==> src/rtl/full_adder_pkg.sv <==
// rtl/full_adder_pkg.sv - shared widths and types for the registered carry-lookahead adder
//
// Contents:
//   ADD_WIDTH    operand width of the adder (32)
//   CLA_GROUP    bits per first-level lookahead group (4)
//   CLA_NGROUPS  number of first-level groups (8)
//   add_word_t   one 32-bit operand or result word

package full_adder_pkg;

    localparam int ADD_WIDTH   = 32;
    localparam int CLA_GROUP   = 4;
    localparam int CLA_NGROUPS = ADD_WIDTH / CLA_GROUP;

    typedef logic [ADD_WIDTH-1:0] add_word_t;

endpackage : full_adder_pkg

==> src/rtl/full_adder_32_cla_group.sv <==
// rtl/full_adder_32_cla_group.sv - one GROUP-bit carry-lookahead block
//
// Ports:
//   a, b  in   GROUP-bit operand slices
//   ci    in   carry into bit 0 of the group
//   s     out  GROUP-bit sum slice
//   G     out  group generate (carry out assuming ci = 0)
//   P     out  group propagate (all bits propagate)

module cla_group
    import full_adder_pkg::*;
#(
    parameter int GROUP = CLA_GROUP
) (
    input  logic [GROUP-1:0] a,
    input  logic [GROUP-1:0] b,
    input  logic             ci,
    output logic [GROUP-1:0] s,
    output logic             G,
    output logic             P
);

    logic [GROUP-1:0] g;
    logic [GROUP-1:0] p;
    logic [GROUP-1:0] c;
    logic             grp_g;
    logic             gterm;
    logic             cterm;

    assign g = a & b;
    assign p = a ^ b;

    // G and P are kept in their own process, independent of ci, so the
    // second-level lookahead in the parent can consume them without any
    // apparent path back from its own carry outputs.
    always_comb begin
        grp_g = 1'b0;
        gterm = 1'b0;
        for (int j = 0; j < GROUP; j++) begin
            gterm = g[j];
            for (int m = j + 1; m < GROUP; m++) begin
                gterm = gterm & p[m];
            end
            grp_g = grp_g | gterm;
        end
    end

    assign G = grp_g;
    assign P = &p;

    // Internal carries in flat sum-of-products form:
    //   c[i+1] = ci&p[0..i] | g[0]&p[1..i] | ... | g[i]
    // so every carry is two logic levels from g/p/ci, never a ripple.
    always_comb begin
        c     = '0;
        cterm = 1'b0;
        c[0]  = ci;
        for (int i = 0; i < GROUP - 1; i++) begin
            cterm = ci;
            for (int m = 0; m <= i; m++) begin
                cterm = cterm & p[m];
            end
            c[i+1] = cterm;
            for (int j = 0; j <= i; j++) begin
                cterm = g[j];
                for (int m = j + 1; m <= i; m++) begin
                    cterm = cterm & p[m];
                end
                c[i+1] = c[i+1] | cterm;
            end
        end
    end

    assign s = p ^ c;

endmodule : cla_group

==> src/rtl/full_adder_32.sv <==
// rtl/full_adder_32.sv - registered 32-bit two-level carry-lookahead adder
//
// Computes {cout, sum} = a + b + cin (unsigned, modulo 2^33) and registers it.
// Latency 1 cycle, one new operand set accepted every cycle.
//
// Ports:
//   clk    in   rising-edge clock
//   rst_n  in   asynchronous active-low clear of sum/cout
//   a, b   in   32-bit unsigned addends
//   cin    in   carry-in, weight 1
//   sum    out  registered low 32 bits of the result
//   cout   out  registered carry out of bit 31

module full_adder_32
    import full_adder_pkg::*;
#(
    parameter int WIDTH = ADD_WIDTH,
    parameter int GROUP = CLA_GROUP
) (
    input  logic             clk,
    input  logic             rst_n,
    input  logic [WIDTH-1:0] a,
    input  logic [WIDTH-1:0] b,
    input  logic             cin,
    output logic [WIDTH-1:0] sum,
    output logic             cout
);

    localparam int NGROUPS = WIDTH / GROUP;

    if ((WIDTH != ADD_WIDTH) || ((WIDTH % GROUP) != 0)) begin : g_bad_param
        $error("full_adder_32: WIDTH must be 32 and a multiple of GROUP");
    end

    logic [NGROUPS-1:0] grp_g;
    logic [NGROUPS-1:0] grp_p;
    logic [NGROUPS:0]   gc;
    logic               gcterm;
    logic [WIDTH-1:0]   sum_d;
    logic               cout_d;

    // First level: one lookahead block per GROUP-bit slice.
    for (genvar k = 0; k < NGROUPS; k++) begin : g_grp
        cla_group #(
            .GROUP (GROUP)
        ) u_cla_group (
            .a  (a[k*GROUP +: GROUP]),
            .b  (b[k*GROUP +: GROUP]),
            .ci (gc[k]),
            .s  (sum_d[k*GROUP +: GROUP]),
            .G  (grp_g[k]),
            .P  (grp_p[k])
        );
    end

    // Second level: group carry-ins from group G/P in flat sum-of-products
    // form, the same shape as inside a group, so the critical path is
    // bit g/p -> group G/P -> group carry -> in-group carry -> sum.
    always_comb begin
        gc     = '0;
        gcterm = 1'b0;
        gc[0]  = cin;
        for (int k = 0; k < NGROUPS; k++) begin
            gcterm = cin;
            for (int m = 0; m <= k; m++) begin
                gcterm = gcterm & grp_p[m];
            end
            gc[k+1] = gcterm;
            for (int j = 0; j <= k; j++) begin
                gcterm = grp_g[j];
                for (int m = j + 1; m <= k; m++) begin
                    gcterm = gcterm & grp_p[m];
                end
                gc[k+1] = gc[k+1] | gcterm;
            end
        end
    end

    assign cout_d = gc[NGROUPS];

    // Output register; the asynchronous clear also discards any pending result.
    always_ff @(posedge clk or negedge rst_n) begin
        if (!rst_n) begin
            sum  <= '0;
            cout <= 1'b0;
        end else begin
            sum  <= sum_d;
            cout <= cout_d;
        end
    end

endmodule : full_adder_32

==> config.mk <==
export PLATFORM = sky130hd
export DESIGN_NAME = full_adder_32
export DESIGN_NICKNAME = d
export VERILOG_FILES = /design/src/rtl/full_adder_pkg.sv /design/src/rtl/full_adder_32_cla_group.sv /design/src/rtl/full_adder_32.sv
export SDC_FILE = /design/constraint.sdc
export NUM_CORES = 1
export LEC_CHECK = 0
export ABC_AREA = 1
export ABC_CLOCK_PERIOD_IN_PS = 800
export BUFFER_PORTS_ARGS = -buffer_cell sky130_fd_sc_hd__buf_2
export CORE_ASPECT_RATIO = 0.5
export CORE_MARGIN = 2
export CORE_UTILIZATION = 49
export CTS_BUF_LIST = sky130_fd_sc_hd__clkbuf_8
export DETAILED_ROUTE_END_ITERATION = 16
export GPL_TIMING_DRIVEN = 0
export PLACE_DENSITY_LB_ADDON = 0.12
export SLEW_MARGIN = 30
export SYNTH_ARGS = -nofsm -noshare
export SYNTH_HDL_FRONTEND = slang
export SYNTH_SLANG_ARGS = --single-unit
export TNS_END_PERCENT = 20
==> constraint.sdc <==
create_clock -name clk -period 0.8 [get_ports clk]
set_input_delay 0.24 -clock clk [delete_from_list [all_inputs] [get_ports clk]]
set_output_delay 0.24 -clock clk [all_outputs]
set_load 0.01 [all_outputs]
==> run_results.csv <==
group,metric,value,unit
outcome,outcome,"finished, violations left",
outcome,violations,"setup timing",
flow_run,cap_violations,0,
global_route,gr-usage-met2,38.9,%
global_route,top_usage_layer,"met2",
power,power_density,1650,nW/um^2
floorplanning,initial_core_util,51.2,%
layout,n_antenna_cell,0,
layout,multi_input_area,1860,sq um
floorplanning,fp-row-count,17,
layout,finalNetCount,455,
layout,layout_common_cells,"buf_2 (86), dfrtp_1 (33), nand2_2 (23), nand2_1 (22), ha_4 (20)",
layout,drive_gt1_share,63.3,%
cts,htree_num_levels,2,
critical_path,required,1.03,ns
layout,fin_area,3580,sq um
global_route,overflow,0,
synth,synth_top_area_share,36.6,%
place,place_inst,378,
global_route,track_usage,20.6,%
timing,grt_setup_unrepaired,"yes",
global_route,grt_antenna_before_repair,0,
cts,root_buffer,"clkbuf_8",
critical_path,crit_family,"simple AND/OR/NAND/NOR gates",
timing,finalSetupTns,-31.50,ns
cts,cts_made_buffers,5,
routing,first_pass_iters,5,
worst_hold_path,hold_class,"primary input to async pin",
timing,relSlewSlack,48.9,%
floorplanning,die_w,99.9,um
global_route,grt_max_degree,34,
timing,holdWs,0.0143,ns
timing,setup_viol,65,
critical_path,cpPeakStageDelay,0.24,ns
layout,nFillCells,265,
global_route,grt_pass1_vias,1915,
layout,final_common_cell,"buf_2",
synth,postSynthAreaPerCell,10.2,sq um
routing,ant_nets,0,
routing,drc,0,
global_route,grt_pass1_wl,8.07,mm
place,place_area,3060,sq um
cts,clockBufferDepth,2,
synth,ys_types,25,
place,hpwl,3.91,mm
routing,wl,5.49,mm
critical_path,critPathLaunch,"b[10]",
synth,synth_nets,337,
floorplanning,ios,100,
timing,setup_slack,-1.01,ns
synth,synth_area_leaders,"dfrtp_1 (37%), ha_1 (22%), nand2_1 (7.5%)",
critical_path,worstSetupStartpointType,"primary input",
timing,min_period,1.81,ns
synth,synthCells,222,
routing,avgViaCountPerCell,4.89,
cts,cts.sinks,33,
layout,syn_to_final_growth,59.0,%
cts,cts_tree,"yes",
floorplanning,core_area,4400,sq um
cts,clkTransAtPathRegs,0.08,ns
floorplanning,die_h,52.0,um
synth,synth.ff_latch_count,33,
power,ir_drop,0.998,mV
critical_path,cp_slowest_cell,"ha_4",
critical_path,worstSetupEndpointType,"flip-flop",
timing,worst_pin_slew,0.766,ns
place,gp_congestion,0.828,
critical_path,crit_chain,"buf_6, ha_4, nand2_4, inv_2, nand2_2, nand2_2, nor2_4, nand4_4, nand3_2, nand2_2, nand2_2, nand2_4, ha_4, nand2_4, nand2_4, a21oi_2, xor2_1",
critical_path,critical_path_class,"primary input to flip-flop",
layout,fin_cells,398,
global_route,use_met3,6.18,%
routing,wl_per_cell,13.8,um
timing,hold_viol,0,
power,leakagePower,1.74,nW
synth,syn_area,2250,sq um
critical_path,path_buf_inv,2,
synth,synth_top_cell_by_area,"dfrtp_1",
timing,slew_viol_final,0,
critical_path,critPathMaxFanout,3,
layout,fin_util,81.4,%
layout,seqCellArea,826,sq um
place,io_buffer_count,99,
synth,yosys_warnings,0,
routing,drt_iter0_markers,28,
floorplanning,dieArea,5190,sq um
synth,seq_area_frac_synth,36.6,%
timing,max_freq,0.553,GHz
timing,min_period_over_period,226,%
global_route,use_met1,21.4,%
routing,num_vias,1948,
critical_path,critPathArrivalTime,2.03,ns
metal layers:
metal / wire length (um) / share of wire, %
met2: 3000 / 55
met5: 0 / 0
met1: 2040 / 37
met3: 348 / 6.3
met4: 104 / 1.9
cells by family after synthesis:
family                     Yosys count  share of synthesized area, %
adders and majority gates           48                          29.3
buffers and inverters               17                          2.83
xor gates and xnor gates            24                          9.32
and+or+nand+nor                     77                          16.1
AOI/OAI and AO/OA                   23                          5.83
DFF                                 33                          36.6
flip-flops by register name, summed over array words and instances, names as in the netlist:
signal,cells
sum,32
cout,1
layout make-up:
cell class	instances	area share, %
well taps	57	1.99
multi-input cells	172	52.0
inverters	17	1.78
flip-flops and latches	33	23.0
clock inverters	1	0.140
clock buffers	7	2.69
repair buffers	111	18.4
metrics by stage:
| step | power (mW) | setup slack (ns) |
|---|---|---|
| after global placement | 4.02 | -1.32 |
| after detailed placement | 4.11 | -1.37 |
| final | 5.93 | -1.01 |
| after floorplan | 3.30 | -1.07 |
| after CTS | 5.71 | -0.962 |
| after global routing | 6.31 | -1.10 |
power breakdown:
group          total [mW]  switching [mW]  internal (mW)
registers            2.11          0.0870           2.02
logic                2.39            1.22           1.16
clock network        1.43           0.656          0.778
total                5.93            1.97           3.96
cells in the mapped netlist:
cell type and instances:
fa_1 8, nand4_1 1, nand4_2 1, nor2_1 5, inv_2 2, nor3_1 1
o21ai_1 1, a31oi_1 1, a21oi_1 15, nand2_1 45, o21bai_1 2, inv_1 15
dfrtp_1 33, xor2_1 16, o21ai_0 1, nand3_1 10, or2_2 1, nand2_2 8
nor2_4 2, xnor2_1 8, nor2_2 2, a211oi_1 1, a21oi_2 2, ha_1 40
nand3_2 1
repair_timing:
action	4_1_cts	5_1_grt
hold buffers	0	0
gates resized for setup	27	48
pin swaps	22	34
endpoints found under the setup margin	64	66
setup buffers	5	7
worst paths after layout:
| check | endpoint | slack [ns] | depth (start not counted) |
|---|---|---|---|
| min in group clk | sum[12] | 0.25 | 2 |
| max | sum[31] | -1.01 | 17 |
| max in group asynchronous | sum[5] | 0.29 | 1 |
| min | cout | 0.01 | 1 |
Power figures use the tool's default switching activity.
